## src/rtl/bus_pkg.sv

```systemverilog
// Shared definitions for the m2/s3 serial bus: slave FSM states, rw encoding
// and the default frame field widths used by masters, bus and slaves.
package bus_pkg;

    localparam int BUS_ADDR_W = 4;
    localparam int BUS_DATA_W = 8;

    localparam logic RW_WRITE = 1'b1;
    localparam logic RW_READ  = 1'b0;

    typedef enum logic [2:0] {
        S_IDLE,
        S_ADDR,
        S_WDATA,
        S_RDWAIT,
        S_RDATA,
        S_DONE
    } slave_state_e;

endpackage

```

## src/rtl/slave_regfile.sv

```systemverilog
// Slave-local register memory: single-port RAM with synchronous write and a
// registered read; out-of-range writes are dropped and out-of-range reads return 0.
module slave_regfile #(
    parameter int DEPTH = 16,
    parameter int AW    = 4,
    parameter int DW    = 8
) (
    input  logic          clk,
    input  logic          we_i,
    input  logic          re_i,
    input  logic [AW-1:0] addr_i,
    input  logic [DW-1:0] wdata_i,
    output logic [DW-1:0] rdata_o
);

    logic [DW-1:0] mem [DEPTH];
    logic [DW-1:0] rdata_q;
    logic          inRange;

    assign inRange = int'(addr_i) < DEPTH;
    assign rdata_o = rdata_q;

    // Read data is held between read strobes so the port can serialise it.
    always_ff @(posedge clk) begin
        if (we_i && inRange) begin
            mem[addr_i] <= wdata_i;
        end
        if (re_i) begin
            rdata_q <= inRange ? mem[addr_i] : '0;
        end
    end

endmodule

```

## src/rtl/bus_slave_port.sv

```systemverilog
// Slave end of the serial bus: deserialises rw/address/write-data frames,
// accesses the local register file and serialises read data back, MSB first.
module bus_slave_port
    import bus_pkg::*;
#(
    parameter int ADDR_W    = BUS_ADDR_W,
    parameter int DATA_W    = BUS_DATA_W,
    parameter int MEM_DEPTH = 16
) (
    input  logic              clk,
    input  logic              rst,
    input  logic              bus_valid,
    input  logic              bus_wdata,
    output logic              bus_ready,
    output logic              bus_rdata,
    output logic              bus_rvalid,
    output logic              bus_done,
    output logic              frame_err,
    input  logic              busy,
    output logic [DATA_W-1:0] last_wdata
);

    localparam int CNT_W = $clog2((ADDR_W > DATA_W) ? ADDR_W : DATA_W) + 1;

    slave_state_e      state_q, state_d;
    logic [CNT_W-1:0]  cnt_q, cnt_d;
    logic              rw_q, rw_d;
    logic [ADDR_W-1:0] addr_q, addr_d;
    logic [DATA_W-2:0] wdata_q, wdata_d;
    logic [DATA_W-1:0] rshift_q, rshift_d;
    logic [DATA_W-1:0] lastWdata_q, lastWdata_d;
    logic              err_q, err_d;

    logic              memWe, memRe;
    logic [DATA_W-1:0] memRdata;
    logic [DATA_W-1:0] wordIn;
    logic              addrOk, lastAddr, lastData;

    assign wordIn    = {wdata_q, bus_wdata};
    assign addrOk    = int'(addr_q) < MEM_DEPTH;
    assign lastAddr  = cnt_q == CNT_W'(ADDR_W - 1);
    assign lastData  = cnt_q == CNT_W'(DATA_W - 1);
    assign frame_err = err_q;
    assign last_wdata = lastWdata_q;

    slave_regfile #(
        .DEPTH(MEM_DEPTH),
        .AW   (ADDR_W),
        .DW   (DATA_W)
    ) u_regfile (
        .clk    (clk),
        .we_i   (memWe),
        .re_i   (memRe),
        .addr_i (addr_q),
        .wdata_i(wordIn),
        .rdata_o(memRdata)
    );

    always_ff @(posedge clk) begin
        if (rst) begin
            state_q     <= S_IDLE;
            cnt_q       <= '0;
            rw_q        <= RW_READ;
            addr_q      <= '0;
            wdata_q     <= '0;
            rshift_q    <= '0;
            lastWdata_q <= '0;
            err_q       <= 1'b0;
        end else begin
            state_q     <= state_d;
            cnt_q       <= cnt_d;
            rw_q        <= rw_d;
            addr_q      <= addr_d;
            wdata_q     <= wdata_d;
            rshift_q    <= rshift_d;
            lastWdata_q <= lastWdata_d;
            err_q       <= err_d;
        end
    end

    // The counter only advances while a field is being shifted and is zero on every state change.
    always_comb begin
        state_d     = state_q;
        cnt_d       = '0;
        rw_d        = rw_q;
        addr_d      = addr_q;
        wdata_d     = wdata_q;
        rshift_d    = rshift_q;
        lastWdata_d = lastWdata_q;
        err_d       = 1'b0;
        memWe       = 1'b0;
        memRe       = 1'b0;
        bus_ready   = 1'b0;
        bus_rvalid  = 1'b0;
        bus_rdata   = 1'b0;
        bus_done    = 1'b0;

        case (state_q)
            S_IDLE: begin
                bus_ready = !busy;
                if (bus_valid && !busy) begin
                    rw_d    = bus_wdata;
                    state_d = S_ADDR;
                end
            end
            S_ADDR: begin
                if (!bus_valid) begin
                    err_d   = 1'b1;
                    state_d = S_IDLE;
                end else begin
                    addr_d = {addr_q[ADDR_W-2:0], bus_wdata};
                    if (lastAddr) begin
                        state_d = (rw_q == RW_WRITE) ? S_WDATA : S_RDWAIT;
                    end else begin
                        cnt_d = cnt_q + 1'b1;
                    end
                end
            end
            S_WDATA: begin
                if (!bus_valid) begin
                    err_d   = 1'b1;
                    state_d = S_IDLE;
                end else begin
                    wdata_d = wordIn[DATA_W-2:0];
                    if (lastData) begin
                        memWe   = addrOk;
                        state_d = S_DONE;
                        if (addrOk) begin
                            lastWdata_d = wordIn;
                        end
                    end else begin
                        cnt_d = cnt_q + 1'b1;
                    end
                end
            end
            S_RDWAIT: begin
                if (!bus_valid) begin
                    err_d   = 1'b1;
                    state_d = S_IDLE;
                end else if (!busy) begin
                    memRe   = 1'b1;
                    state_d = S_RDATA;
                end
            end
            S_RDATA: begin
                // First bit comes straight from the RAM output, the rest from the shifter.
                if (!bus_valid) begin
                    err_d   = 1'b1;
                    state_d = S_IDLE;
                end else begin
                    bus_rvalid = 1'b1;
                    if (cnt_q == '0) begin
                        bus_rdata = memRdata[DATA_W-1];
                        rshift_d  = {memRdata[DATA_W-2:0], 1'b0};
                    end else begin
                        bus_rdata = rshift_q[DATA_W-1];
                        rshift_d  = {rshift_q[DATA_W-2:0], 1'b0};
                    end
                    if (lastData) begin
                        state_d = S_DONE;
                    end else begin
                        cnt_d = cnt_q + 1'b1;
                    end
                end
            end
            S_DONE: begin
                bus_done = 1'b1;
                state_d  = S_IDLE;
            end
            default: state_d = S_IDLE;
        endcase
    end

endmodule

```

## config.mk

```make
export PLATFORM = sky130hd
export DESIGN_NAME = bus_slave_port
export DESIGN_NICKNAME = d
export VERILOG_FILES = /design/src/rtl/bus_pkg.sv /design/src/rtl/slave_regfile.sv /design/src/rtl/bus_slave_port.sv
export SDC_FILE = /design/constraint.sdc
export NUM_CORES = 1
export LEC_CHECK = 0
export CAP_MARGIN = 20
export CORE_ASPECT_RATIO = 1.2
export CORE_MARGIN = 2
export CORE_UTILIZATION = 61
export DETAILED_ROUTE_END_ITERATION = 8
export HOLD_SLACK_MARGIN = 0.06
export PLACE_DENSITY = 0.88
export SLEW_MARGIN = 5
export SYNTH_ARGS = -nofsm -noshare
export SYNTH_HDL_FRONTEND = slang
export SYNTH_SLANG_ARGS = --single-unit
```

## constraint.sdc

```tcl
create_clock -name clk -period 2.9 [get_ports clk]
set_input_delay 0.58 -clock clk [delete_from_list [all_inputs] [get_ports clk]]
set_output_delay 0.58 -clock clk [all_outputs]
set_load 0.05 [all_outputs]
```

==> results.cfg, run 1 <==
[setup_path]
cp.arrival_ns = 1.85
critPathMaxStageDelay_ns = 0.39
cp_cell_sequence = inv_1 > ha_1 > nor3b_1 > mux2i_1 > nor2_1 > buf_12
crit_type = reg2out
critPathLaunchType = register
crit_family = simple AND/OR/NAND/NOR gates
cp_max_fo = 4
timing.rr.end = u_regfile.mem[4][2]$_DFFE_PP_
ff2ff_path_depth = 5
cp_slowest_cell = nor3b_1
cp_data_required_time_ns = 2.32
end_kind = output pin
r2r_slack_ns = 0.51
r2r-start = state_q[1]$_SDFFE_PP0P_
path_buf_inv = 2

[yosys]
yosysSeqAreaShare = 0.700
netlist.area_leader.share = 0.598
synthArstFlopShare = 0
syn_nets = 423
syn-instance-count = 416
synth_cell_types = 44
synth_top_area_cell = edfxtp_1
syn_area_um2 = 6830
synth_seq_cells = 171
synth_area_leaders = edfxtp_1 (60%), mux4_2 (11%), dfxtp_1 (10%), mux2i_1 (4.0%), nor2_1 (2.6%)
syn_area_per_cell_um2 = 16.4
ys_warn_count = 0
synth_edf_count = 136
synthFlopType = edfxtp_1

[timing]
timing.fmax_mhz = 411
setup_tns_ns = 0
rsz0062_at_grt = false
hold_viol_final = 0
fin_crit_sh = 0.839
slew_headroom = 0.454
setup-violations-final = 0
worst_pin_slew_ns = 0.818
period_needed_ns = 2.43
slew_viol_final = 0
skew_ns = 0.0101

[layout]
post-route-util = 0.713
diodes = 0
final_cell_mix = edfxtp_1 (136), nor2_1 (47), dfxtp_1 (34)
layout-drive-gt1-share = 0.216
layout_commonest_cell = edfxtp_1
area_delta_synth_final_pct = 14.7
fill_cells = 652
nNetsFinal = 458

[clock_tree]
root_buffer = clkbuf_16
clk_pin_slew_ns = 0.07
htree_levels = 4
clock_path_buffers = 2
clk_latency_ns = 0.43
cts_tree = done
cts_buffers = 17
cts_sinks = 171

[power_and_ir_drop]
ir_drop_uv = 533
power.density_nw_per_um2 = 634
leakage_nw = 2.75

[die]
die_y_um = 120
dieArea_um2 = 12100
die_w_um = 101
placeableCoreArea_um2 = 11000
placementRows = 42
start_util = 0.622
io_pins = 18

[worst_hold_path]
whs_path_depth = 2
hold_end = rshift_q[1]$_SDFFE_PP0P_
holdCritStartpoint = rshift_q[1]$_SDFFE_PP0P_
min_path_type = reg2reg

[grt]
grt_pass1_wl_mm = 21.3
antenna_found_initial = 0
grt_max_degree = 42
grt_pass1_vias = 3838
groute.usage.overall = 0.251
grt-ovfl-total = 0

[flow_run]
maxCapViolCount = 0

[route]
dr_total_vias = 3753
dr.pass1.iters = 5
drtIter0Drc = 346
ant_nets = 0
drt_wl_total_mm = 13.7
drc = 0
via_per_inst = 6.30
drt-wirelength-per-cell_um = 22.9

[status]
outcome = complete, no violations

[placement]
hpwl_mm = 8.39
globalplace.congestion = 0.878
io_buffers = 17
==> through the flow <==
step                hold WS, ns  worst slack (ns)  std cells  power [mW]  instance area [um2]
CTS                       0.473            0.0927        596        4.99                 7830
floorplan                 0.430             0.187        416        2.76                 6830
finish                    0.473             0.468        596        4.97                 7840
detailed placement        0.459             0.269        564        2.80                 7250
global route              0.493             0.332        596        5.10                 7840
global placement          0.443             0.370        564        2.79                 7250
==> cells in the mapped netlist (2+ instances only) <==
cell,count
dfxtp_1,35
nor4_1,3
buf_4,2
nor2b_1,3
mux2i_1,27
nand2b_1,4
a22oi_1,16
a211oi_1,10
xnor2_1,3
o21bai_1,2
clkbuf_1,10
nand2_4,3
buf_6,2
nand3_1,4
inv_1,7
and2_1,2
buf_2,11
mux4_2,32
ha_1,2
nor3b_1,2
nor3_1,8
o21ai_0,6
nor2_1,47
edfxtp_1,136
buf_1,3
nand2_1,14
a21oi_1,5
==> worst max path at each step <==
| stage | start | end | slack (ns) | cells after the start |
|---|---|---|---|---|
| global route | cnt_q[0]$_SDFF_PP0_ | bus_rdata | 0.33 | 6 |
| floorplan | state_q[1]$_SDFFE_PP0P_ | bus_ready | 0.19 | 3 |
| global placement | bus_valid | u_regfile.mem[0][0]$_DFFE_PP_ | 0.37 | 6 |
| finish | cnt_q[0]$_SDFF_PP0_ | bus_rdata | 0.47 | 6 |
| CTS | state_q[0]$_SDFFE_PP0P_ | bus_done | 0.09 | 3 |
| detailed placement | bus_valid | u_regfile.mem[4][0]$_DFFE_PP_ | 0.27 | 6 |
==> flip-flops by register name, indices dropped and copies added, names as in the netlist <==
| signal | count |
|---|---|
| u_regfile.rdata_o | 8 |
| rw_q | 1 |
| addr_q | 4 |
| rshift_q | 7 |
| u_regfile.mem | 128 |
| cnt_q | 4 |
| frame_err | 1 |
| wdata_q | 7 |
| last_wdata | 8 |
| state_q | 3 |
==> kinds of logic (layout without fill, tap and decap cells) <==
kind of cell / count (synthesis) / in the layout / share of synthesized area
adder cells (fa/ha/maj): 2 / 2 / 0.00366
AND/OR/NAND/NOR: 97 / 97 / 0.0696
XOR/XNOR: 3 / 3 / 0.00385
buffers and inverters: 36 / 84 / 0.0275
flip-flops: 171 / 171 / 0.700
AO/OA/AOI/OAI: 48 / 48 / 0.0500
multiplexers: 59 / 59 / 0.145
==> tightest hold or removal path, stage by stage (launching register included) <==
cell and delay [ns]:
dfxtp_1 0.32, nand2_1 0.06, a21oi_1 0.05
==> power breakdown <==
group / switching [mW] / internal (mW)
Clock: 1.01 / 1.22
Combinational: 0.0661 / 0.0483
Sequential: 0.0114 / 2.62
Total: 1.08 / 3.89
==> what timing repair did <==
item	in CTS	in global routing
setup buffers	0	0
hold buffers	0	0
gates resized for setup	0	1
endpoints found under the setup margin	0	1
==> metal layers <==
metal / track usage / routed length, um
met1: 0.299 / 5020
met2: 0.435 / 7560
met3: 0.0646 / 815
met4: 0.0976 / 274
met5: 0 / 0
==> cell type report <==
type,count,area (um2),area share
Tap cell,132,165,0.0211
Multi-Input combinational cell,209,1860,0.237
Inverter,7,26.3,0.00335
Clock buffer,18,429,0.0548
Timing Repair Buffer,45,413,0.0527
Clock inverter,14,156,0.0200
Sequential cell,171,4790,0.611
Note: power is estimated with default switching activity, not from simulation.
==> inputs of run 2 (changes only) <==
--- a/config.mk
+++ b/config.mk
@@ -8,10 +8,10 @@
 export CAP_MARGIN = 20
 export CORE_ASPECT_RATIO = 1.2
 export CORE_MARGIN = 2
-export CORE_UTILIZATION = 61
+export CORE_UTILIZATION = 55
 export DETAILED_ROUTE_END_ITERATION = 8
 export HOLD_SLACK_MARGIN = 0.06
-export PLACE_DENSITY = 0.88
+export PLACE_DENSITY = 0.84
 export SLEW_MARGIN = 5
 export SYNTH_ARGS = -nofsm -noshare
 export SYNTH_HDL_FRONTEND = slang
==> constraint.sdc (replaced) <==
create_clock -name clk -period 2 [get_ports clk]
set_input_delay 0.4 -clock clk [delete_from_list [all_inputs] [get_ports clk]]
set_output_delay 0.4 -clock clk [all_outputs]
set_load 0.05 [all_outputs]
==> run 2 against run 1 <==
The run now ends with setup timing left. Clock power grew 40%. Power rose by 43%. First-iteration DRC count rose by 23%. Final cell count increased by 8.2%. Non-clock buffer count increased by 20. Worst hold slack barely moved. Routed wire length rose by 8.3%. Register-to-register slack got worse by 0.43 ns. Clock skew decreased by 0.0018 ns. Via count is 5.1% higher. Die area up 11%. Critical endpoint unchanged.
==> results.cfg, run 2 (synthesis gave the netlist of run 1 again) <==
[route]
ant_nets = 0
drc = 0
drtIter0Drc = 427
drt-wirelength-per-cell_um = 23.0
dr.pass1.iters = 5
drt_wl_total_mm = 14.8
dr_total_vias = 3945
via_per_inst = 6.12

[placement]
dp_cells = 610
dpl_cell_area_um2 = 7540
globalplace.congestion = 0.852
io_buffers = 17
hpwl_mm = 9.46

[grt]
grt_pass1_wl_mm = 22.9
grt_pass1_vias = 4044
grt_max_degree = 42
antenna_found_initial = 0
groute.usage.overall = 0.237
grt-ovfl-total = 0

[power_and_ir_drop]
power.density_nw_per_um2 = 872
leakage_nw = 2.88
ir_drop_uv = 551

[timing]
rsz0062_at_grt = true
setup-violations-final = 1
fin_crit_sh = 1.05
hold_viol_final = 0
worst_pin_slew_ns = 0.867
timing.fmax_mhz = 477
layout_setup_ws_ns = -0.0970
hold_slack_ns = 0.473
slew_viol_final = 0
slew_headroom = 0.421
skew_ns = 0.00834
period_needed_ns = 2.10

[layout]
fill_cells = 752
layout_commonest_cell = edfxtp_1
area_delta_synth_final_pct = 19.7
post-route-util = 0.675
diodes = 0
regMostFlops = u_regfile.mem
fin_cells = 645
final_cell_mix = edfxtp_1 (136), nor2_1 (43), buf_4 (42)
nNetsFinal = 478
layout-drive-gt1-share = 0.291
largest_register_ffs = 128
design_area_um2 = 8180

[clock_tree]
clock_path_buffers = 2
cts_sinks = 171
clk_pin_slew_ns = 0.06
root_buffer = clkbuf_16
htree_levels = 4
cts_tree = done
cts_buffers = 17
hold_buffers = 0
clk_latency_ns = 0.42

[setup_path]
timing.rr.end = u_regfile.rdata_o[4]$_DFFE_PP_
crit_type = reg2out
end_kind = output pin
cp_max_fo = 2
cp_data_required_time_ns = 1.60
r2r_slack_ns = 0.08
ff2ff_path_depth = 4
cp.arrival_ns = 1.70
critPathLaunchType = register
r2r-start = addr_q[0]$_SDFFE_PP0N_

[status]
failed_checks = setup timing
outcome = finished with violations

[die]
placeableCoreArea_um2 = 12100
start_util = 0.564
die_w_um = 106
io_pins = 18
placementRows = 44
dieArea_um2 = 13300
die_y_um = 126

[worst_hold_path]
holdCritStartpoint = rshift_q[1]$_SDFFE_PP0P_
min_path_type = reg2reg
whs_path_depth = 2
hold_end = rshift_q[1]$_SDFFE_PP0P_

[flow_run]
maxCapViolCount = 0
run 2: cell count changes in the layout (fill, tap and decap cells not counted), sizes merged:
| cell | delta |
|---|---|
| dlygate4sd2 | +1 |
| buf | +21 |
| inv | -2 |
| clkdlybuf4s50 | -2 |
| clkinv | +1 |
| clkbuf | -1 |
| clkinvlp | +2 |
run 2: what timing repair did:
item | in CTS | in global routing
gates resized for setup | 9 | 7
pin swaps | 2 | 1
endpoints found under the setup margin | 4 | 4
buffers inserted | 3 | 0
run 2: layer usage:
layer  global-route usage  vias up  wire, um
met1                0.279     1974      5460
met2                0.422      194      7980
met5                    0        -         0
met3               0.0533       48       898
li1                     -     1729         -
met4               0.0967        0       471
run 2: worst max-delay path, cell delays in order (launching register included):
cell     delay (ns)
dfxtp_2        0.33
inv_2          0.06
ha_4           0.12
nor3b_2        0.16
buf_4          0.16
mux2i_2        0.23
nor2_2         0.07
buf_12         0.15
run 2: worst max path at each step:
| stage | startpoint | end | slack, ns | cells after the start |
|---|---|---|---|---|
| 2_1_floorplan | bus_valid | u_regfile.mem[3][0]$_DFFE_PP_ | -0.12 | 8 |
| 3_3_place_gp | bus_valid | u_regfile.mem[0][2]$_DFFE_PP_ | -0.19 | 7 |
| 3_5_place_dp | bus_valid | u_regfile.mem[0][3]$_DFFE_PP_ | -0.23 | 7 |
| 4_1_cts | cnt_q[1]$_SDFF_PP0_ | bus_rdata | -0.09 | 7 |
| 5_1_grt | cnt_q[1]$_SDFF_PP0_ | bus_rdata | -0.14 | 7 |
| 6_report | cnt_q[1]$_SDFF_PP0_ | bus_rdata | -0.1 | 7 |
run 2: cell type report:
cell class	instances	area, um2	area share
repair buffers	65	638	0.0780
multi-input cells	209	1950	0.239
clock buffers	17	425	0.0520
well taps	161	201	0.0246
flip-flops and latches	171	4790	0.586
inverters	7	26.3	0.00321
clock inverters	15	140	0.0171
run 2: per-stage QoR:
stage / TNS (ns) / setup WS [ns] / power [mW]
floorplan: -11.33 / -0.125 / 4.01
global placement: -18.13 / -0.191 / 4.08
detailed placement: -23.89 / -0.226 / 4.08
CTS: -0.101 / -0.0942 / 7.16
global route: -0.137 / -0.137 / 7.32
finish: -0.0970 / -0.0970 / 7.13
run 2: power by group:
group          switching (mW)  internal (mW)
clock network            1.38           1.73
logic                   0.119         0.0909
registers             0.00867           3.80
total                    1.51           5.62
==> inputs of run 3 (changes only) <==
--- a/config.mk
+++ b/config.mk
@@ -5,7 +5,6 @@
 export SDC_FILE = /design/constraint.sdc
 export NUM_CORES = 1
 export LEC_CHECK = 0
-export CAP_MARGIN = 20
 export CORE_ASPECT_RATIO = 1.2
 export CORE_MARGIN = 2
 export CORE_UTILIZATION = 55
==> results of run 3 <==
Same layout as run 2: the final DEF is identical, and so are final timing and power.
